--- config.mk ---
export PLATFORM = sky130hd
export DESIGN_NAME = maze_player
export DESIGN_NICKNAME = d
export VERILOG_FILES = /design/src/rtl/maze_pkg.sv /design/src/rtl/maze_wall_lookup.sv /design/src/rtl/maze_player.sv
export SDC_FILE = /design/constraint.sdc
export NUM_CORES = 1
export LEC_CHECK = 0
export ABC_AREA = 1
export CAP_MARGIN = 20
export CORE_MARGIN = 4
export CORE_UTILIZATION = 39
export DETAILED_ROUTE_END_ITERATION = 12
export PLACE_DENSITY = 0.81
export REMOVE_ABC_BUFFERS = 1
export SLEW_MARGIN = 20
export SYNTH_ARGS = -nofsm -noshare
export SYNTH_HDL_FRONTEND = slang
export SYNTH_SLANG_ARGS = --single-unit
--- constraint.sdc ---
create_clock -name clk -period 3.45 [get_ports clk]
set_input_delay 0.345 -clock clk [delete_from_list [all_inputs] [get_ports clk]]
set_output_delay 0.345 -clock clk [all_outputs]
set_load 0.02 [all_outputs]
--- src/rtl/maze_pkg.sv ---
// Shared maze constants: default dimensions, wall-vector widths, move directions and player FSM states.
package maze_pkg;

   localparam int unsigned COLS     = 16;
   localparam int unsigned ROWS     = 11;
   localparam int unsigned H_WALL_W = COLS * (ROWS - 1);
   localparam int unsigned V_WALL_W = (COLS - 1) * ROWS;

   localparam int unsigned POS_W    = 4;
   localparam int unsigned STEP_W   = 16;
   localparam int unsigned DIR_W    = 2;

   localparam logic [DIR_W-1:0] DIR_UP    = 2'd0;
   localparam logic [DIR_W-1:0] DIR_DOWN  = 2'd1;
   localparam logic [DIR_W-1:0] DIR_LEFT  = 2'd2;
   localparam logic [DIR_W-1:0] DIR_RIGHT = 2'd3;

   typedef enum logic [1:0] {
      WAIT_MAZE = 2'd0,
      IDLE      = 2'd1,
      CHECK     = 2'd2,
      DONE      = 2'd3
   } state_t;

endpackage

--- src/rtl/maze_wall_lookup.sv ---
// Combinational wall/border check for one move from cell (x,y) in direction dir.
module maze_wall_lookup #(
   parameter int unsigned COLS = maze_pkg::COLS,
   parameter int unsigned ROWS = maze_pkg::ROWS
) (
   input  logic [maze_pkg::POS_W-1:0]  i_x,
   input  logic [maze_pkg::POS_W-1:0]  i_y,
   input  logic [maze_pkg::DIR_W-1:0]  i_dir,
   input  logic [COLS*(ROWS-1)-1:0]    i_h_walls,
   input  logic [(COLS-1)*ROWS-1:0]    i_v_walls,
   output logic                        o_blocked_c
);
   import maze_pkg::*;

   localparam int unsigned H_W  = COLS * (ROWS - 1);
   localparam int unsigned V_W  = (COLS - 1) * ROWS;
   localparam int unsigned HI_W = $clog2(H_W);
   localparam int unsigned VI_W = $clog2(V_W);

   localparam logic [POS_W-1:0] X_MAX = POS_W'(COLS - 1);
   localparam logic [POS_W-1:0] Y_MAX = POS_W'(ROWS - 1);

   logic [HI_W-1:0] w_h_idx;
   logic [VI_W-1:0] w_v_idx;

   // Border moves are refused outright; otherwise exactly one wall bit decides.
   always_comb begin
      w_h_idx     = '0;
      w_v_idx     = '0;
      o_blocked_c = 1'b0;
      case (i_dir)
         DIR_UP: begin
            if (i_y == '0) begin
               o_blocked_c = 1'b1;
            end else begin
               w_h_idx     = HI_W'((32'(i_y) - 32'd1) * COLS + 32'(i_x));
               o_blocked_c = i_h_walls[w_h_idx];
            end
         end
         DIR_DOWN: begin
            if (i_y == Y_MAX) begin
               o_blocked_c = 1'b1;
            end else begin
               w_h_idx     = HI_W'(32'(i_y) * COLS + 32'(i_x));
               o_blocked_c = i_h_walls[w_h_idx];
            end
         end
         DIR_LEFT: begin
            if (i_x == '0) begin
               o_blocked_c = 1'b1;
            end else begin
               w_v_idx     = VI_W'(32'(i_y) * (COLS - 1) + 32'(i_x) - 32'd1);
               o_blocked_c = i_v_walls[w_v_idx];
            end
         end
         default: begin
            if (i_x == X_MAX) begin
               o_blocked_c = 1'b1;
            end else begin
               w_v_idx     = VI_W'(32'(i_y) * (COLS - 1) + 32'(i_x));
               o_blocked_c = i_v_walls[w_v_idx];
            end
         end
      endcase
   end

endmodule

--- src/rtl/maze_player.sv ---
// Player controller: accepts one move at a time, checks it against the maze walls,
// tracks position and step count, and flags reaching the exit cell.
module maze_player #(
   parameter int unsigned COLS = maze_pkg::COLS,
   parameter int unsigned ROWS = maze_pkg::ROWS
) (
   input  logic                         clk,
   input  logic                         rst,
   input  logic                         maze_busy,
   input  logic [COLS*(ROWS-1)-1:0]     h_walls,
   input  logic [(COLS-1)*ROWS-1:0]     v_walls,
   input  logic                         move_valid,
   input  logic [maze_pkg::DIR_W-1:0]   move_dir,
   output logic                         move_ready,
   output logic                         move_ack,
   output logic                         move_blocked,
   output logic [maze_pkg::POS_W-1:0]   player_x,
   output logic [maze_pkg::POS_W-1:0]   player_y,
   output logic [maze_pkg::STEP_W-1:0]  step_count,
   output logic                         win
);
   import maze_pkg::*;

   localparam logic [POS_W-1:0]  X_EXIT   = POS_W'(COLS - 1);
   localparam logic [POS_W-1:0]  Y_EXIT   = POS_W'(ROWS - 1);
   localparam logic [STEP_W-1:0] STEP_MAX = '1;

   state_t             r_state, w_state_nxt;
   logic               r_phase, w_phase_nxt;
   logic [DIR_W-1:0]   r_dir,   w_dir_nxt;
   logic               r_blk,   w_blk_nxt;
   logic [POS_W-1:0]   r_x,     w_x_nxt;
   logic [POS_W-1:0]   r_y,     w_y_nxt;
   logic [STEP_W-1:0]  r_steps, w_steps_nxt;
   logic               r_win,   w_win_nxt;
   logic               r_ack,   w_ack_nxt;
   logic               r_blocked, w_blocked_nxt;
   logic               r_ready, w_ready_nxt;
   logic               w_blocked_c;

   maze_wall_lookup #(
      .COLS (COLS),
      .ROWS (ROWS)
   ) u_lookup (
      .i_x         (r_x),
      .i_y         (r_y),
      .i_dir       (r_dir),
      .i_h_walls   (h_walls),
      .i_v_walls   (v_walls),
      .o_blocked_c (w_blocked_c)
   );

   always_ff @(posedge clk) begin
      if (rst) begin
         r_state   <= WAIT_MAZE;
         r_phase   <= 1'b0;
         r_dir     <= DIR_UP;
         r_blk     <= 1'b0;
         r_x       <= '0;
         r_y       <= '0;
         r_steps   <= '0;
         r_win     <= 1'b0;
         r_ack     <= 1'b0;
         r_blocked <= 1'b0;
         r_ready   <= 1'b0;
      end else begin
         r_state   <= w_state_nxt;
         r_phase   <= w_phase_nxt;
         r_dir     <= w_dir_nxt;
         r_blk     <= w_blk_nxt;
         r_x       <= w_x_nxt;
         r_y       <= w_y_nxt;
         r_steps   <= w_steps_nxt;
         r_win     <= w_win_nxt;
         r_ack     <= w_ack_nxt;
         r_blocked <= w_blocked_nxt;
         r_ready   <= w_ready_nxt;
      end
   end

   // CHECK spans two cycles: phase 0 samples the wall lookup, phase 1 commits the move.
   always_comb begin
      w_state_nxt   = r_state;
      w_phase_nxt   = 1'b0;
      w_dir_nxt     = r_dir;
      w_blk_nxt     = r_blk;
      w_x_nxt       = r_x;
      w_y_nxt       = r_y;
      w_steps_nxt   = r_steps;
      w_win_nxt     = r_win;
      w_ack_nxt     = 1'b0;
      w_blocked_nxt = r_blocked;

      case (r_state)
         WAIT_MAZE: begin
            w_state_nxt = IDLE;
         end
         IDLE: begin
            if (move_valid && r_ready) begin
               w_dir_nxt   = move_dir;
               w_state_nxt = CHECK;
            end
         end
         CHECK: begin
            if (!r_phase) begin
               w_blk_nxt   = w_blocked_c;
               w_phase_nxt = 1'b1;
            end else begin
               w_ack_nxt     = 1'b1;
               w_blocked_nxt = r_blk;
               if (!r_blk) begin
                  case (r_dir)
                     DIR_UP:    w_y_nxt = r_y - POS_W'(1);
                     DIR_DOWN:  w_y_nxt = r_y + POS_W'(1);
                     DIR_LEFT:  w_x_nxt = r_x - POS_W'(1);
                     default:   w_x_nxt = r_x + POS_W'(1);
                  endcase
                  if (r_steps != STEP_MAX) begin
                     w_steps_nxt = r_steps + STEP_W'(1);
                  end
               end
               if (w_x_nxt == X_EXIT && w_y_nxt == Y_EXIT) begin
                  w_state_nxt = DONE;
                  w_win_nxt   = 1'b1;
               end else begin
                  w_state_nxt = IDLE;
               end
            end
         end
         DONE: begin
            w_state_nxt = DONE;
         end
         default: begin
            w_state_nxt = WAIT_MAZE;
         end
      endcase

      // A maze rebuild discards any move in flight and restarts the player.
      if (maze_busy) begin
         w_state_nxt = WAIT_MAZE;
         w_phase_nxt = 1'b0;
         w_x_nxt     = '0;
         w_y_nxt     = '0;
         w_steps_nxt = '0;
         w_win_nxt   = 1'b0;
         w_ack_nxt   = 1'b0;
      end

      w_ready_nxt = (w_state_nxt == IDLE);
   end

   assign move_ready   = r_ready;
   assign move_ack     = r_ack;
   assign move_blocked = r_blocked;
   assign player_x     = r_x;
   assign player_y     = r_y;
   assign step_count   = r_steps;
   assign win          = r_win;

endmodule
# [Word level (Yosys, flattened, before mapping)]
# Cells that the tools add are included.
[totals] register_bits=34 latchBits=0 ramBits=0 romBits=0 input_bits=331 output_inout_bits=28 word_cells=82 memories=0
[classes] addsub=10 n_mul=1 n_div=0 magnitude_cmp=4 eq_ne=11 shifts=0 mux=28 bitwise=3 reduce_logical=14
[ops] operator="8-bit by 9-bit less-than comparator with 1-bit output (second input constant)" count=4
[ops] operator="1-bit binary-select mux with 8-bit select" count=4
[ops] operator="8-bit by 4-bit adder with 8-bit output" count=3
[ops] operator="4-bit two-way mux" count=6
[ops] operator="16-bit by 1-bit adder with 16-bit output (second input constant)" count=1
[ops] operator="4-bit == test (second input constant)" count=4
[ops] operator="16-bit != test (second input constant)" count=1
[ops] operator="4-bit case mux with 2 select lines" count=2
[ops] operator="4-bit by 1-bit subtractor with 4-bit output (second input constant)" count=3
[ops] operator="1-bit two-way mux" count=10
[ops] operator="4-bit by 1-bit adder with 4-bit output (second input constant)" count=2
[ops] operator="4-bit zero test" count=2
[ops] operator="4-bit by 4-bit multiplier with 8-bit output (second input constant)" count=1
[ops] operator="2-bit two-way mux" count=4
[ops] operator="2-bit case mux with 4 select lines" count=1
[ops] operator="8-bit by 1-bit subtractor with 8-bit output (second input constant)" count=1
[ops] operator="2-bit by 1-bit == test with 1-bit output (second input constant)" count=3
[ops] operator="2-bit == test (second input constant)" count=3
[ops] operator="2-bit AND reduction" count=3
[ops] operator="2-bit zero test" count=2
[ops] operator="4-bit AND reduction" count=1
[ops] operator="2-bit OR reduction" count=2
[ops] operator="1-bit NOT" count=3
[ops] operator="1-bit case mux with 3 select lines" count=1
[ops] operator="other kinds (3)" count=4

# [Logic depth before layout (Yosys ltp)]
# Gate-level depths: netlist of run 1.
[logic_depth] word_depth=13 depth_mapped=26

# [Hierarchy]
# Synthesis of run 1 repeated with hierarchy kept, for this count alone.
[hier_totals] cells_unflattened=1635 hier_area_um2=8313.0
[by_module_without_submodules] mod="maze_wall_lookup" instances=1 cells_per_inst=1352 area_per_inst_um2=6388.6
[by_module_without_submodules] mod="maze_player" instances=1 cells_per_inst=283 area_per_inst_um2=1924.3

# [Worst setup path after synthesis of run 1]
# Ideal clock, no wire load.
[synth_path] kind="reg2reg" from="reg r_y[0], in the netlist player_y[0]" to="reg r_blk" setup_ns=0.114 arrival_ns=3.836 t_required_ns=3.336 slack_ns=-0.499 path_stages_with_launch=25 n_path_buf=4 period_less_slack_ns=3.949 cell_sequence="dfxtp_1 -> inv_1 -> clkbuf_1 -> ha_1 -> ha_1 -> ha_1 -> inv_2 -> buf_2 -> buf_2 -> ha_1 -> inv_2 -> clkbuf_1 -> nand3_1 -> nand3_1 -> nand3_1 -> nand3_1 -> nand3_1 -> nand3_1 -> nand3_1 -> nand2_1 -> nand2_1 -> nand2_1 -> nand3_1 -> nand2_1 -> a21oi_2"
[synth_between] elab_chain_cells=7
[synth_rtl] item="from (decl)" line_no="maze_player.sv:33" text="logic [POS_W-1:0] r_y, w_y_nxt;"
[synth_rtl] item="from (signal assigned)" line_no="maze_player.sv:72" text="r_y <= w_y_nxt;"
[synth_rtl] item="4-bit by 4-bit multiplier with 8-bit output" line_no="maze_wall_lookup.sv:52, maze_wall_lookup.sv:60"
[synth_rtl] item="8-bit by 4-bit adder with 8-bit output" line_no="maze_wall_lookup.sv:52, maze_wall_lookup.sv:60"
[synth_rtl] item="8-bit by 1-bit subtractor with 8-bit output" line_no="maze_wall_lookup.sv:52" text="w_v_idx = VI_W'(32'(i_y) * (COLS - 1) + 32'(i_x) - 32'd1);"
[synth_rtl] item="1-bit binary-select mux with 8-bit select" line_no="maze_wall_lookup.sv:53" text="o_blocked_c = i_v_walls[w_v_idx];"
[synth_rtl] item="1-bit two-way mux (not written as such)" line_no="maze_wall_lookup.sv:53"
[synth_rtl] item="1-bit two-way mux" line_no="maze_wall_lookup.sv:49" text="if (i_x == '0) begin"
[synth_rtl] item="1-bit case mux with 3 select lines *" line_no="maze_wall_lookup.sv:31" text="case (i_dir)"
[synth_rtl] item="to (signal assigned)" line_no="maze_player.sv:70" text="r_blk <= w_blk_nxt;"
[synth_rtl] item="to (decl)" line_no="maze_player.sv:31" text="logic r_blk, w_blk_nxt;"
# Every way passes the cells marked *; elsewhere a longest branch is shown, timed or not. The select of a mux whose other input is x is not followed.
# A chain may end at the register's enable or synchronous reset.

# [Worst setup path after layout of run 1]
[layout_path] from="reg r_y[2], in the netlist player_y[2]" to="reg r_blk"
# The elaborated chain is that of the path after synthesis.

==> flow_metrics.py, run 1 <==
metrics = {
    "run_status": {
        "status": "complete, but fails checks",
        "failed_checks": "negative setup slack",
    },
    "detailed_routing": {
        "first_iter_violations": 993,
        "wl_mm": 34.7,
        "wire_per_inst_um": 16.6,
        "via_per_inst": 5.40,
        "dr.pass1.iters": 7,
        "drc": 0,
        "vias": 11300,
        "antenna_left": 0,
    },
    "setup_path": {
        "cp.required_ns": 3.61,
        "arrival_ns": 3.95,
        "path_max_fanout": 5,
        "cp-start-kind": "flip-flop",
        "cp-end-kind": "flip-flop",
        "critPathKind": "reg2reg",
    },
    "place": {
        "dp.cells": 2080,
        "placed_area_mm2": 0.0117,
        "io_buffers": 358,
        "routabilityCongestion": 0.919,
        "hpwl_mm": 27.0,
    },
    "power": {
        "comb_power_share_pct": 41.8,
        "switchingPower_mw": 0.371,
        "pwr_density_cell_mw_per_mm2": 121,
        "peakVddDrop_v": 0.000335,
        "seq_power_share_pct": 27.3,
        "leakagePower_nw": 5.26,
        "power.share.switching_pct": 25.5,
        "p_total_mw": 1.46,
        "clkPwrFrac_pct": 31.0,
        "internal_power_mw": 1.09,
    },
    "floorplanning": {
        "die_h_um": 149,
        "io-pin-count": 359,
        "coreArea_mm2": 0.0195,
        "initial_core_util_pct": 39.7,
        "die_area_mm2": 0.0221,
        "rows": 51,
        "die_w_um": 149,
    },
    "clocking": {
        "htreeDepth": 2,
        "cts-root-buf": "clkbuf_16",
        "clk_pin_slew_ns": 0.05,
        "cts_buffers": 5,
        "cts.sinks": 34,
        "clock_path_buffers": 2,
        "cts_tree": "done",
        "insertion_delay_ns": 0.28,
    },
    "final_layout": {
        "final_util_pct": 61.8,
        "drive_above_1_share_pct": 7.23,
        "n_fill_cell": 1778,
        "mostFrequentLayoutCell": "nand2_1",
        "finalNonFillerCells": 2090,
        "layout_common_cells": "nand2_1 (409), clkdlybuf4s50_1 (358), nor2_1 (227)",
        "final_cell_area_mm2": 0.0120,
        "layout.nets": 2191,
        "area_delta_synth_final_pct": 55.7,
        "antenna_cells": 0,
    },
    "synth": {
        "synth-main-ff-cell": "dfxtp_1",
        "synth_enable_flop_cells": 0,
        "synth.cell_area_mm2": 0.00772,
        "ys_seq_area_share_pct": 8.82,
        "synth_cells": 1495,
        "ys_types": 48,
        "synth-seq-cells": 34,
        "ys_warn_count": 0,
        "ys_async_sr_fraction_pct": 0,
        "synth.avg_cell_area_um2": 5.16,
    },
    "sta": {
        "max_slew.worst_pin.slew_ns": 0.823,
        "maxSlewViolCount": 0,
        "setup_ws_ns": -0.340,
        "layout_min_cycle_time_ns": 3.79,
        "final-hold-violation-count": 0,
        "setup_violations": 1,
        "grt_setup_unrepaired": "yes",
        "max_slew_margin_pct": 45.1,
        "min_period_over_period_pct": 110,
        "fmax_mhz": 264,
        "worst_clock_skew_ns": 0.00341,
        "tns_ns": -0.340,
    },
    "min_path": {
        "worstHoldPathType": "reg2reg",
    },
    "grt": {
        "grt_util_all_layers_pct": 28.9,
        "antenna_found_initial": 0,
        "grt_pass1_vias": 10200,
        "grt_pass1_wl_mm": 52.9,
        "grt_overflow": 0,
        "grt_max_degree": 155,
    },
    "flow_run": {
        "maxCapViolations": 0,
    },
}
## cell usage after synthesis, drive strengths merged, types with 4 or more instances
cell | count | area [um2]
o22ai | 11 | 68.8
a22oi | 4 | 30.0
dfxtp | 34 | 681
nand4 | 8 | 50.1
fa | 8 | 160
o21ai | 172 | 861
o211ai | 28 | 210
inv | 100 | 378
clkbuf | 21 | 78.8
xor2 | 8 | 70.1
nand2 | 424 | 1610
nor2 | 235 | 897
nand3 | 227 | 1170
a21oi | 64 | 328
buf | 78 | 455
xnor2 | 7 | 68.8
nor3 | 11 | 55.1
ha | 28 | 350
## final cells by class
cell class	count	area, um2	share of cell area [%]
clock buffer	7	143	1.19
clock inverter	1	5.00	0.0416
inverter	102	388	3.23
multi-input combinational	1260	6290	52.4
sequential	34	684	5.69
tap	265	332	2.76
timing repair buffer	421	4180	34.7
## critical path: stages, from the launching register on
cell	delay, ns
dfxtp_2	0.33
fa_1	0.55
inv_2	0.05
fa_1	0.47
fa_1	0.51
inv_2	0.05
ha_4	0.28
buf_6	0.12
nand3_4	0.11
nand3_4	0.13
nand2_4	0.07
nand2_4	0.10
nand2_1	0.06
nand2_1	0.07
nand2_2	0.09
inv_2	0.08
nand3_1	0.07
nand3_1	0.07
nand3_1	0.06
nand2_1	0.08
nand2_2	0.06
nand2_1	0.06
nand3_1	0.06
nand2_1	0.08
a21oi_2	0.05
## kinds of logic (layout without fill, tap and decap cells)
group                    Yosys count  in the layout  share of synthesized area [%]
AND/OR/NAND/NOR                  915            915                           50.0
XOR/XNOR                          15             15                           1.80
adder cells (fa/ha/maj)           36             36                           6.61
flip-flops                        34             34                           8.82
AO/OA/AOI/OAI                    294            294                           20.9
buffers and inverters            201            531                           11.9
## power by group through the flow
stage / Sequential, mW / Combinational (mW) / Clock [mW]
floorplan: 0.405 / 0.151 / 0
global placement: 0.405 / 0.596 / 0
detailed placement: 0.405 / 0.598 / 0
CTS: 0.397 / 0.603 / 0.459
global route: 0.397 / 0.658 / 0.478
finish: 0.397 / 0.608 / 0.451
## sequential cells by signal, summed over array words and instances (netlist names)
signal	count
r_phase	1
step_count	16
r_dir	2
move_ready	1
player_y	4
win	1
r_blk	1
move_ack	1
r_state	2
player_x	4
move_blocked	1
## through the flow
stage / hold slack, ns / setup WS (ns)
5_1_grt: 0.486 / -0.547
3_3_place_gp: 0.439 / -0.348
6_report: 0.453 / -0.340
4_1_cts: 0.455 / -0.270
2_1_floorplan: 0.407 / -5.96
3_5_place_dp: 0.447 / -0.444
## worst paths after layout
path / startpoint / to / slack (ns) / depth (start not counted)
max: player_y[2] / r_blk / -0.34 / 24
min: win / win / 0.45 / 2
max reg2reg: player_y[2] / r_blk / -0.34 / 24
min reg2reg: win / win / 0.45 / 2
## metal layers
layer | global-route usage, % | routed length [um] | vias up
li1 | - | - | 5592
met1 | 40.2 | 14400 | 5092
met2 | 46.9 | 16300 | 543
met3 | 5.55 | 3270 | 65
met4 | 5.31 | 691 | 0
met5 | 0 | 0 | -
## what timing repair did
action,in CTS,in global routing
endpoints found under the setup margin,1,1
pin swaps,4,10
hold buffers,0,0
gates resized for setup,13,27
endpoints found under the hold margin,0,0
setup buffers,1,1
No activity file was read; power rests on OpenSTA's default activity.
==> inputs of run 2 (changes only) <==
--- a/config.mk
+++ b/config.mk
@@ -7,10 +7,12 @@
 export LEC_CHECK = 0
 export ABC_AREA = 1
 export CAP_MARGIN = 20
+export CELL_PAD_IN_SITES_DETAIL_PLACEMENT = 1
+export CELL_PAD_IN_SITES_GLOBAL_PLACEMENT = 1
 export CORE_MARGIN = 4
-export CORE_UTILIZATION = 39
+export CORE_UTILIZATION = 24
 export DETAILED_ROUTE_END_ITERATION = 12
-export PLACE_DENSITY = 0.81
+export PLACE_DENSITY = 0.8
 export REMOVE_ABC_BUFFERS = 1
 export SLEW_MARGIN = 20
 export SYNTH_ARGS = -nofsm -noshare
==> run 2 against run 1 <==
  * The flow still finishes with violations (negative setup slack)
  * Final cell count grew 7.0%
  * Global-route usage decreased by 6.8 points
  * Utilization down 23 points
  * Flip-flop and latch count is the same
  * Clock skew grew 0.0049 ns
  * Sequential share of layout area decreased by 0.18 points
  * Total power grew 12%
  * Non-clock buffer count increased by 8
  * Register-to-register slack worse by 0.12 ns
  * Critical path depth decreased by 1
  * Combinational power is 3.8% higher
  * Via count is 2.4% higher
  * Critical path type unchanged
==> flow_metrics.py, run 2 (synthesized netlist as in run 1, its figures left out) <==
metrics = {
    "clocking": {
        "insertion_delay_ns": 0.28,
        "cts_buffers": 5,
        "cts.sinks": 34,
        "clk_pin_slew_ns": 0.06,
        "clock_path_buffers": 2,
        "cts-root-buf": "clkbuf_16",
        "cts_tree": "done",
        "cts_hold_buf": 0,
        "htreeDepth": 2,
    },
    "setup_path": {
        "critPathMaxStageDelay_ns": 0.55,
        "critPathKind": "reg2reg",
        "cp.required_ns": 3.66,
        "worstPathCellList": "fa_1 > inv_2 > fa_1 > fa_1 > inv_2 > ha_4 > buf_6 > nand2_4 > nand2_4 > inv_4 > nand3_1 > nand3_1 > nand2_4 > nand3_1 > nand3_1 > nand3_2 > nand3_2 > nand2_2 > nand2_1 > nand2_1 > nand3_1 > nand2_1 > a21oi_2",
        "cp-end-kind": "flip-flop",
        "crit_buf_inv": 4,
        "cp_top_family": "adder cells",
        "cp_common_cell": "nand3_1",
        "cp-start-kind": "flip-flop",
        "crit_path_start": "player_y[2]",
        "arrival_ns": 4.12,
        "reg2reg_from": "player_y[2]",
        "crit_slowest_cell": "fa_1",
        "path_max_fanout": 5,
    },
    "grt": {
        "top_usage_layer": "met2",
        "grt_overflow": 0,
        "met1_usage_pct": 27.6,
        "grt_pass1_vias": 11900,
        "grt_use_met2_pct": 38.7,
        "grt_util_all_layers_pct": 22.1,
        "antenna_found_initial": 1,
        "grt_pass1_wl_mm": 64.2,
        "met3_usage_pct": 3.90,
        "grt_max_degree": 179,
    },
    "sta": {
        "min_period_over_period_pct": 113,
        "fmax_mhz": 256,
        "max_slew_margin_pct": 49.3,
        "maxSlewViolCount": 0,
        "final-hold-violation-count": 0,
        "setup_ws_ns": -0.456,
        "grt_setup_unrepaired": "yes",
        "max_slew.worst_pin.slew_ns": 0.761,
        "setup_violations": 1,
        "worst_clock_skew_ns": 0.00835,
        "layout_min_cycle_time_ns": 3.91,
    },
    "power": {
        "peakVddDrop_v": 0.000166,
        "leakagePower_nw": 5.34,
        "switchingPower_mw": 0.412,
        "p_total_mw": 1.63,
        "internal_power_mw": 1.22,
        "comb_power_share_pct": 38.8,
        "power.share.switching_pct": 25.3,
        "seq_power_share_pct": 24.4,
        "clkPwrFrac_pct": 36.8,
        "pwr_density_cell_mw_per_mm2": 131,
    },
    "detailed_routing": {
        "drc": 0,
        "wl_mm": 41.9,
        "dr.pass1.iters": 5,
        "antenna_left": 0,
        "via_per_inst": 5.17,
        "wire_per_inst_um": 18.7,
        "first_iter_violations": 730,
        "vias": 11600,
    },
    "min_path": {
        "min-delay-start": "win",
        "worstHoldPathType": "reg2reg",
    },
    "floorplanning": {
        "io-pin-count": 359,
        "die_w_um": 187,
        "die_area_mm2": 0.0351,
        "die_h_um": 187,
        "coreArea_mm2": 0.0316,
        "rows": 65,
        "initial_core_util_pct": 24.4,
    },
    "final_layout": {
        "layout_common_cells": "nand2_1 (403), clkdlybuf4s50_1 (358), nor2_1 (226)",
        "largest_reg_flops": 16,
        "area_delta_synth_final_pct": 60.8,
        "finalNonFillerCells": 2236,
        "final_util_pct": 39.2,
        "drive_above_1_share_pct": 8.35,
        "layout.nets": 2199,
        "mostFrequentLayoutCell": "nand2_1",
    },
    "place": {
        "dp.cells": 2221,
        "io_buffers": 358,
        "hpwl_mm": 32.9,
        "routabilityCongestion": 0.880,
        "post-place-ws_ns": -0.591,
    },
    "run_status": {
        "failed_checks": "negative setup slack",
        "status": "complete, but fails checks",
    },
    "flow_run": {
        "maxCapViolations": 0,
    },
}
-- run 2: area by class of cell --
cell class              count  area (um2)
diodes                      1        2.50
clock buffers               5         125
clock inverters             3        68.8
fillers                  4199       19200
inverters                 102         390
multi-input cells        1260        6350
flip-flops and latches     34         684
well taps                 402         503
repair buffers            429        4290
-- run 2: final timing paths --
check / endpoint / slack [ns] / depth (start not counted)
max: r_blk / -0.46 / 23
min: win / 0.46 / 2
max reg2reg: r_blk / -0.46 / 23
min reg2reg: win / 0.46 / 2
-- run 2: repair_timing --
| action | in CTS | in global routing |
|---|---|---|
| resized for setup | 22 | 37 |
| buffers inserted | 1 | 3 |
| endpoints found under the setup margin | 1 | 1 |
| pin swaps | 6 | 20 |
| gates cloned | 0 | 2 |
-- run 2: layer usage --
| metal | wire [um] | vias to the layer above |
|---|---|---|
| li1 | - | 5614 |
| met1 | 17500 | 5503 |
| met2 | 20600 | 355 |
| met3 | 2460 | 89 |
| met4 | 1250 | 0 |
| met5 | 0 | - |
-- run 2: per-stage QoR --
stage          setup TNS, ns  cell area (um2)  hold WS, ns
2_1_floorplan          -7.38             7190        0.407
3_5_place_dp          -0.591            11900        0.456
6_report              -0.456            12400        0.462
4_1_cts               -0.367            12200        0.470
3_3_place_gp          -0.385            11900        0.439
5_1_grt               -0.676            12400        0.500
-- run 2: power by group through the flow --
stage | combinational (mW) | sequential [mW] | clock [mW]
after detailed placement | 0.624 | 0.406 | 0
after global routing | 0.681 | 0.397 | 0.623
final | 0.631 | 0.397 | 0.600
after CTS | 0.629 | 0.397 | 0.607
after floorplan | 0.151 | 0.405 | 0
after global placement | 0.612 | 0.406 | 0
-- run 2: worst register-to-register path: stages (launching register included) --
cell,delay [ns]
dfxtp_2,0.33
fa_1,0.55
inv_2,0.05
fa_1,0.47
fa_1,0.55
inv_2,0.05
ha_4,0.29
buf_6,0.12
nand2_4,0.07
nand2_4,0.09
inv_4,0.04
nand3_1,0.12
nand3_1,0.14
nand2_4,0.13
nand3_1,0.12
nand3_1,0.12
nand3_2,0.08
nand3_2,0.08
nand2_2,0.05
nand2_1,0.05
nand2_1,0.05
nand3_1,0.09
nand2_1,0.07
a21oi_2,0.12
